<file path="config.mk">
export PLATFORM = sky130hd
export DESIGN_NAME = alu_serial_seq
export DESIGN_NICKNAME = d
export VERILOG_FILES = /design/src/rtl/alu_serial_seq.sv
export SDC_FILE = /design/constraint.sdc
export NUM_CORES = 1
export LEC_CHECK = 0
export ABC_AREA = 1
export BUFFER_PORTS_ARGS = -buffer_cell sky130_fd_sc_hd__buf_2
export CORE_MARGIN = 2
export CORE_UTILIZATION = 30
export DETAILED_ROUTE_END_ITERATION = 12
export GPL_ROUTABILITY_DRIVEN = 1
export SYNTH_ARGS = -nofsm -noshare
export SYNTH_HDL_FRONTEND = slang
export SYNTH_SLANG_ARGS = --single-unit
</file>
<file path="constraint.sdc">
create_clock -name clk -period 3 [get_ports clk]
set_clock_uncertainty 0.1 [all_clocks]
set_input_delay 0.45 -clock clk [delete_from_list [all_inputs] [get_ports clk]]
set_output_delay 0.45 -clock clk [all_outputs]
set_load 0.05 [all_outputs]
</file>
<file path="src/rtl/alu_serial_seq.sv">
// alu_serial_seq: bit-serial sequencer for a single external 1-bit ALU slice.
// It walks the operands LSB first, one bit per cycle. It keeps the ripple carry
// itself because the slice has no carry-out port, and it builds the result word.
// A FIX cycle re-drives bit 0 so that SLT can feed the MSB set bit into less.
// Optional build macro: ALU_SEQ_FIX_SKIP_EN. When it is defined, only SLT goes
// through FIX; every other op goes from RUN straight to DONE.
module alu_serial_seq #(
  parameter int WIDTH = 32,
  parameter int CNT_W = $clog2(WIDTH)
) (
  input  logic             clk,
  input  logic             rst_n,
  input  logic             start,
  output logic             ready,
  input  logic [3:0]       alu_ctl,
  input  logic [WIDTH-1:0] a_in,
  input  logic [WIDTH-1:0] b_in,
  output logic             slc_a,
  output logic             slc_b,
  output logic             slc_less,
  output logic             slc_ainv,
  output logic             slc_binv,
  output logic             slc_cin,
  output logic [1:0]       slc_op,
  input  logic             slc_result,
  input  logic             slc_set,
  input  logic             slc_ovf,
  output logic [WIDTH-1:0] result,
  output logic             zero,
  output logic             overflow,
  output logic             done
);

  typedef enum logic [1:0] {
    S_IDLE = 2'd0,
    S_RUN  = 2'd1,
    S_FIX  = 2'd2,
    S_DONE = 2'd3
  } state_t;

  state_t             r_state;
  logic [WIDTH-1:0]   r_a;
  logic [WIDTH-1:0]   r_b;
  logic [3:0]         r_ctl;
  logic [CNT_W-1:0]   r_idx;
  logic               r_carry;
  logic               r_set;
  logic               r_ovf;
  logic [WIDTH-1:0]   r_result;
  logic               r_zero;
  logic               r_done;

  logic               w_ainv;
  logic               w_bneg;
  logic [1:0]         w_op;
  logic               w_is_slt;
  logic               w_last;
  logic               w_abit;
  logic               w_bbit;
  logic               w_ax;
  logic               w_bx;
  logic               w_carry_nxt;
  logic               w_goto_fix;
  logic [WIDTH-1:0]   w_res_nxt;

  assign w_ainv   = r_ctl[3];
  assign w_bneg   = r_ctl[2];
  assign w_op     = r_ctl[1:0];
  assign w_is_slt = (w_op == 2'b11);
  assign w_last   = (r_idx == CNT_W'(WIDTH - 1));
  assign w_abit   = r_a[r_idx];
  assign w_bbit   = r_b[r_idx];

  // The ripple carry is tracked here from the operand bits after inversion.
  assign w_ax        = w_abit ^ w_ainv;
  assign w_bx        = w_bbit ^ w_bneg;
  assign w_carry_nxt = (w_ax & w_bx) | (w_ax & r_carry) | (w_bx & r_carry);

`ifdef ALU_SEQ_FIX_SKIP_EN
  // Only SLT needs the bit-0 re-drive, so the other ops skip FIX.
  assign w_goto_fix = w_is_slt;
`else
  assign w_goto_fix = 1'b1;
`endif

  assign ready    = (r_state == S_IDLE);
  assign result   = r_result;
  assign zero     = r_zero;
  assign overflow = r_ovf;
  assign done     = r_done;

  // Result word after this cycle's slice bit is merged in. It also feeds the zero flag.
  always_comb begin
    w_res_nxt = r_result;
    case (r_state)
      S_RUN:   w_res_nxt[r_idx] = slc_result;
      S_FIX:   if (w_is_slt) w_res_nxt[0] = slc_result;
      default: w_res_nxt = r_result;
    endcase
  end

  // Slice inputs are decoded from the state. They are held at 0 in IDLE and DONE.
  always_comb begin
    slc_a    = 1'b0;
    slc_b    = 1'b0;
    slc_less = 1'b0;
    slc_ainv = 1'b0;
    slc_binv = 1'b0;
    slc_cin  = 1'b0;
    slc_op   = 2'b00;
    case (r_state)
      S_RUN: begin
        slc_a    = w_abit;
        slc_b    = w_bbit;
        slc_ainv = w_ainv;
        slc_binv = w_bneg;
        slc_op   = w_op;
        slc_cin  = r_carry;
      end
      S_FIX: begin
        slc_a    = r_a[0];
        slc_b    = r_b[0];
        slc_ainv = w_ainv;
        slc_binv = w_bneg;
        slc_op   = w_op;
        slc_cin  = w_bneg;
        slc_less = r_set;
      end
      default: ;
    endcase
  end

  // Sequencer FSM: accept, run WIDTH bits, optional SLT fix-up, then pulse done.
  always_ff @(posedge clk or negedge rst_n) begin
    if (!rst_n) begin
      r_state  <= S_IDLE;
      r_a      <= '0;
      r_b      <= '0;
      r_ctl    <= '0;
      r_idx    <= '0;
      r_carry  <= 1'b0;
      r_set    <= 1'b0;
      r_ovf    <= 1'b0;
      r_result <= '0;
      r_zero   <= 1'b0;
      r_done   <= 1'b0;
    end else begin
      r_done <= 1'b0;
      case (r_state)
        S_IDLE: begin
          if (start) begin
            r_a      <= a_in;
            r_b      <= b_in;
            r_ctl    <= alu_ctl;
            r_idx    <= '0;
            r_carry  <= alu_ctl[2];
            r_set    <= 1'b0;
            r_ovf    <= 1'b0;
            r_zero   <= 1'b0;
            r_result <= '0;
            r_state  <= S_RUN;
          end
        end
        S_RUN: begin
          r_result <= w_res_nxt;
          r_carry  <= w_carry_nxt;
          r_idx    <= r_idx + CNT_W'(1);
          if (w_last) begin
            r_set <= slc_set;
            r_ovf <= (w_op == 2'b10) ? slc_ovf : 1'b0;
            if (w_goto_fix) begin
              r_state <= S_FIX;
            end else begin
              r_zero  <= (w_res_nxt == '0);
              r_done  <= 1'b1;
              r_state <= S_DONE;
            end
          end
        end
        S_FIX: begin
          r_result <= w_res_nxt;
          r_zero   <= (w_res_nxt == '0);
          r_done   <= 1'b1;
          r_state  <= S_DONE;
        end
        S_DONE: begin
          r_state <= S_IDLE;
        end
        default: r_state <= S_IDLE;
      endcase
    end
  end

endmodule

</file>
==> flow_summary_export.csv <==
group,metric,value,unit
critical_path,slowest_stage,"dfrtp_1",
finish,antenna_cells,0,
critical_path,worst-path-stages,11,
yosys,ys_ff_latch,112,
critical_path,worst-path-buf-inv,3,
yosys,netlist-cell-type-count,26,
route,viasPerCell,4.556,
critical_path,crit_chain,"inv_1 > buf_12 > nor2_1 > nand2_1 > nand2_1 > nand2_1 > nand2_1 > nor2_1 > nand2_1 > a32o_1 > buf_2",
flow_run,max_cap_violations,0,
placed_design,port_buffers,117,
critical_path,critPathKind,"flip-flop to output port",
power,p_total,7.058,mW
cts,htree_levels,3,
hold_path,hp-class,"input port to flip-flop",
finish,post-route-cell-area,7078,µm²
cts,path_clk_slew,0.07,ns
timing,tightest_slew,0.6091,ns
critical_path,cp-start-kind,"flip-flop",
cts,cts.sinks,112,
grt,grt-ovfl-total,0,
finish,fin_nets,991,
cts,clk_path_buf_depth,2,
yosys,syn-num-nets,890,
grt,track_usage,0.1657,
critical_path,max_stage_delay,0.38,ns
yosys,netlist_area,5843,µm²
route,drcViolationCount,0,
finish,layout-drive-gt1-share,0.1709,
yosys,yosysSeqAreaShare,0.4797,
finish,seq_area,2804,µm²
route,routed-via-count,5367,
critical_path,critPathArrivalTime,2.27,ns
cts,cts_root_buffer,"clkbuf_16",
timing,finalCritPeriodShare,0.9390,
route,finalWirelength,16380,µm
die,die_w,143.6,µm
hold_path,whs_path_depth,3,
placed_design,gp_congestion,0.8535,
placed_design,dp_hpwl,11590,µm
grt,grt_start_max_net_pins,121,
finish,final_cell_mix,"303 x nand2_1, 116 x buf_2, 111 x dfrtp_1",
critical_path,crit_required,2.45,ns
die,row_count,51,
timing,finalSetupViolations,0,
timing,post-route-min-period,2.817,ns
timing,rsz0062_at_grt,"false",
power,power_density,997.2,nW/µm²
route,wl_per_cell,13.90,µm
power,power_leakage,3.807,nW
die,start_util,0.3032,
timing,maxSlewViolCount,0,
die,ios,118,
grt,antenna_found_initial,0,
cts,cts_made_buffers,9,
critical_path,crit_path_frequent_cell,"nand2_1",
critical_path,end_kind,"output port",
critical_path,crit_family,"buffers and inverters",
route,drt-pass1-iter-count,8,
grt,grt_pass1_vias,5243,
yosys,yosys_warnings,0,
die,coreArea,19270,µm²
finish,syn2layout_area_growth,21.13,%
power,vdd_drop_max,0.5572,mV
grt,grt_first_pass_wirelength,26520,µm
route,final_antenna_net_count,0,
yosys,synth_area_per_cell,7.232,µm²
critical_path,rr_worst_depth,11,
cts,clock_latency,0.36,ns
placed_design,detailed_place.area,6725,µm²
die,die_h,143.6,µm
cts,cts_tree,"built",
timing,hold_violations,0,
run_status,status,"complete, no violations",
timing,fmax,0.3550,GHz
critical_path,cp_max_fo,12,
timing,relSlewSlack,0.5917,
finish,final_common_cell,"nand2_1",
route,drt_iter0_drc,473,
cts,post_cts_buffers,0,
timing,setup_tns,0,ns
die,die-area,20610,µm²
finish,multi_input_area,2485,µm²
finish,nFillCells,2109,
yosys,synthCells,808,
## tightest hold or removal path, delay by kind of cell
kind                   cells  cell delay (ns)
and+or+nand+nor            2             0.08
buffers and inverters      1             0.08
## worst paths after layout
kind,startpoint,end,slack (ns)
worst max-delay path,r_idx[1]$_DFFE_PN0P_,slc_b,0.18
worst min-delay path,alu_ctl[1],r_ctl[1]$_DFFE_PN0P_,0.19
worst max register to register,r_idx[0]$_DFFE_PN0P_,zero$_DFFE_PN0P_,0.51
worst min register to register,r_b[6]$_DFFE_PN0P_,r_b[6]$_DFFE_PN0P_,0.38
max in group asynchronous,rst_n,r_a[14]$_DFFE_PN0P_,1.55
min in group asynchronous,rst_n,r_b[17]$_DFFE_PN0P_,0.45
## cells by family after synthesis
kind of cell | Yosys count | share of synthesized area
and+or+nand+nor | 394 | 0.2717
adders and majority gates | 8 | 0.01713
AOI/OAI and AO/OA | 142 | 0.1317
DFF | 112 | 0.4797
buffers and inverters | 152 | 0.09979
## metal layers
metal,part of all wire,global-route usage,vias up
met4,0.022,0.06295,0
met1,0.48,0.2267,2481
li1,-,-,2743
met5,0,0,-
met3,0.046,0.02966,24
met2,0.45,0.2619,119
## cells in the mapped netlist
cell,number,share of area
nand2_1,304,0.20
dfrtp_1,112,0.48
inv_1,110,0.071
o21ai_0,98,0.084
nor2_1,42,0.027
nand3_1,30,0.026
o22ai_1,29,0.031
clkbuf_1,27,0.017
buf_2,10,0.0086
a21oi_1,8,0.0069
ha_1,8,0.017
nand4_1,6,0.0064
nor3_2,5,0.0086
inv_2,3,0.0019
nor3_1,3,0.0026
a32o_1,2,0.0034
buf_1,2,0.0013
a211oi_1,1,0.0013
a22o_1,1,0.0015
and3_1,1,0.0011
nand3b_1,1,0.0013
nor3_4,1,0.0028
o211ai_1,1,0.0013
o21ai_1,1,0.00086
o41ai_1,1,0.0015
or2_2,1,0.0011
## area by class of cell
| class | instances | share of cell area |
|---|---|---|
| multi-input combinational | 544 | 0.3511 |
| inverter | 113 | 0.06010 |
| clock inverter | 5 | 0.01149 |
| tap | 265 | 0.04684 |
| clock buffer | 10 | 0.03235 |
| sequential | 112 | 0.3961 |
| timing repair buffer | 129 | 0.1020 |
## flip-flops by register name, indices dropped and copies added, names as in the netlist
signal,flops
done,1
overflow,1
r_a,32
r_b,32
r_carry,1
r_ctl,4
r_idx,5
r_set,1
r_state,2
result,32
zero,1
## power by group
part,switching (mW),total (mW),internal [mW],leakage (nW)
combinational,2.44,3.43,0.996,2.22
clock,0.557,1.29,0.730,0.149
sequential,0.266,2.34,2.07,1.44
total,3.26,7.06,3.80,3.81
## through the flow
stage | setup slack, ns | hold WS [ns] | cells | util
2_1_floorplan | 0.5900 | 0.05441 | 808 | -
3_3_place_gp | 0.4390 | 0.2977 | 1162 | 0.3490
3_5_place_dp | 0.4237 | 0.3035 | 1162 | 0.3490
4_1_cts | 0.02909 | 0.1733 | 1178 | 0.3656
5_1_grt | 0.03487 | 0.1800 | 1178 | 0.3673
6_report | 0.1830 | 0.1853 | 1178 | 0.3673
## timing repair
| action | in CTS | in global routing |
|---|---|---|
| endpoints found under the hold margin | 27 | 0 |
| setup endpoints to repair | 0 | 2 |
| gates resized for setup | 0 | 8 |
| hold buffers | 1 | 0 |
Power figures use the tool's default switching activity.
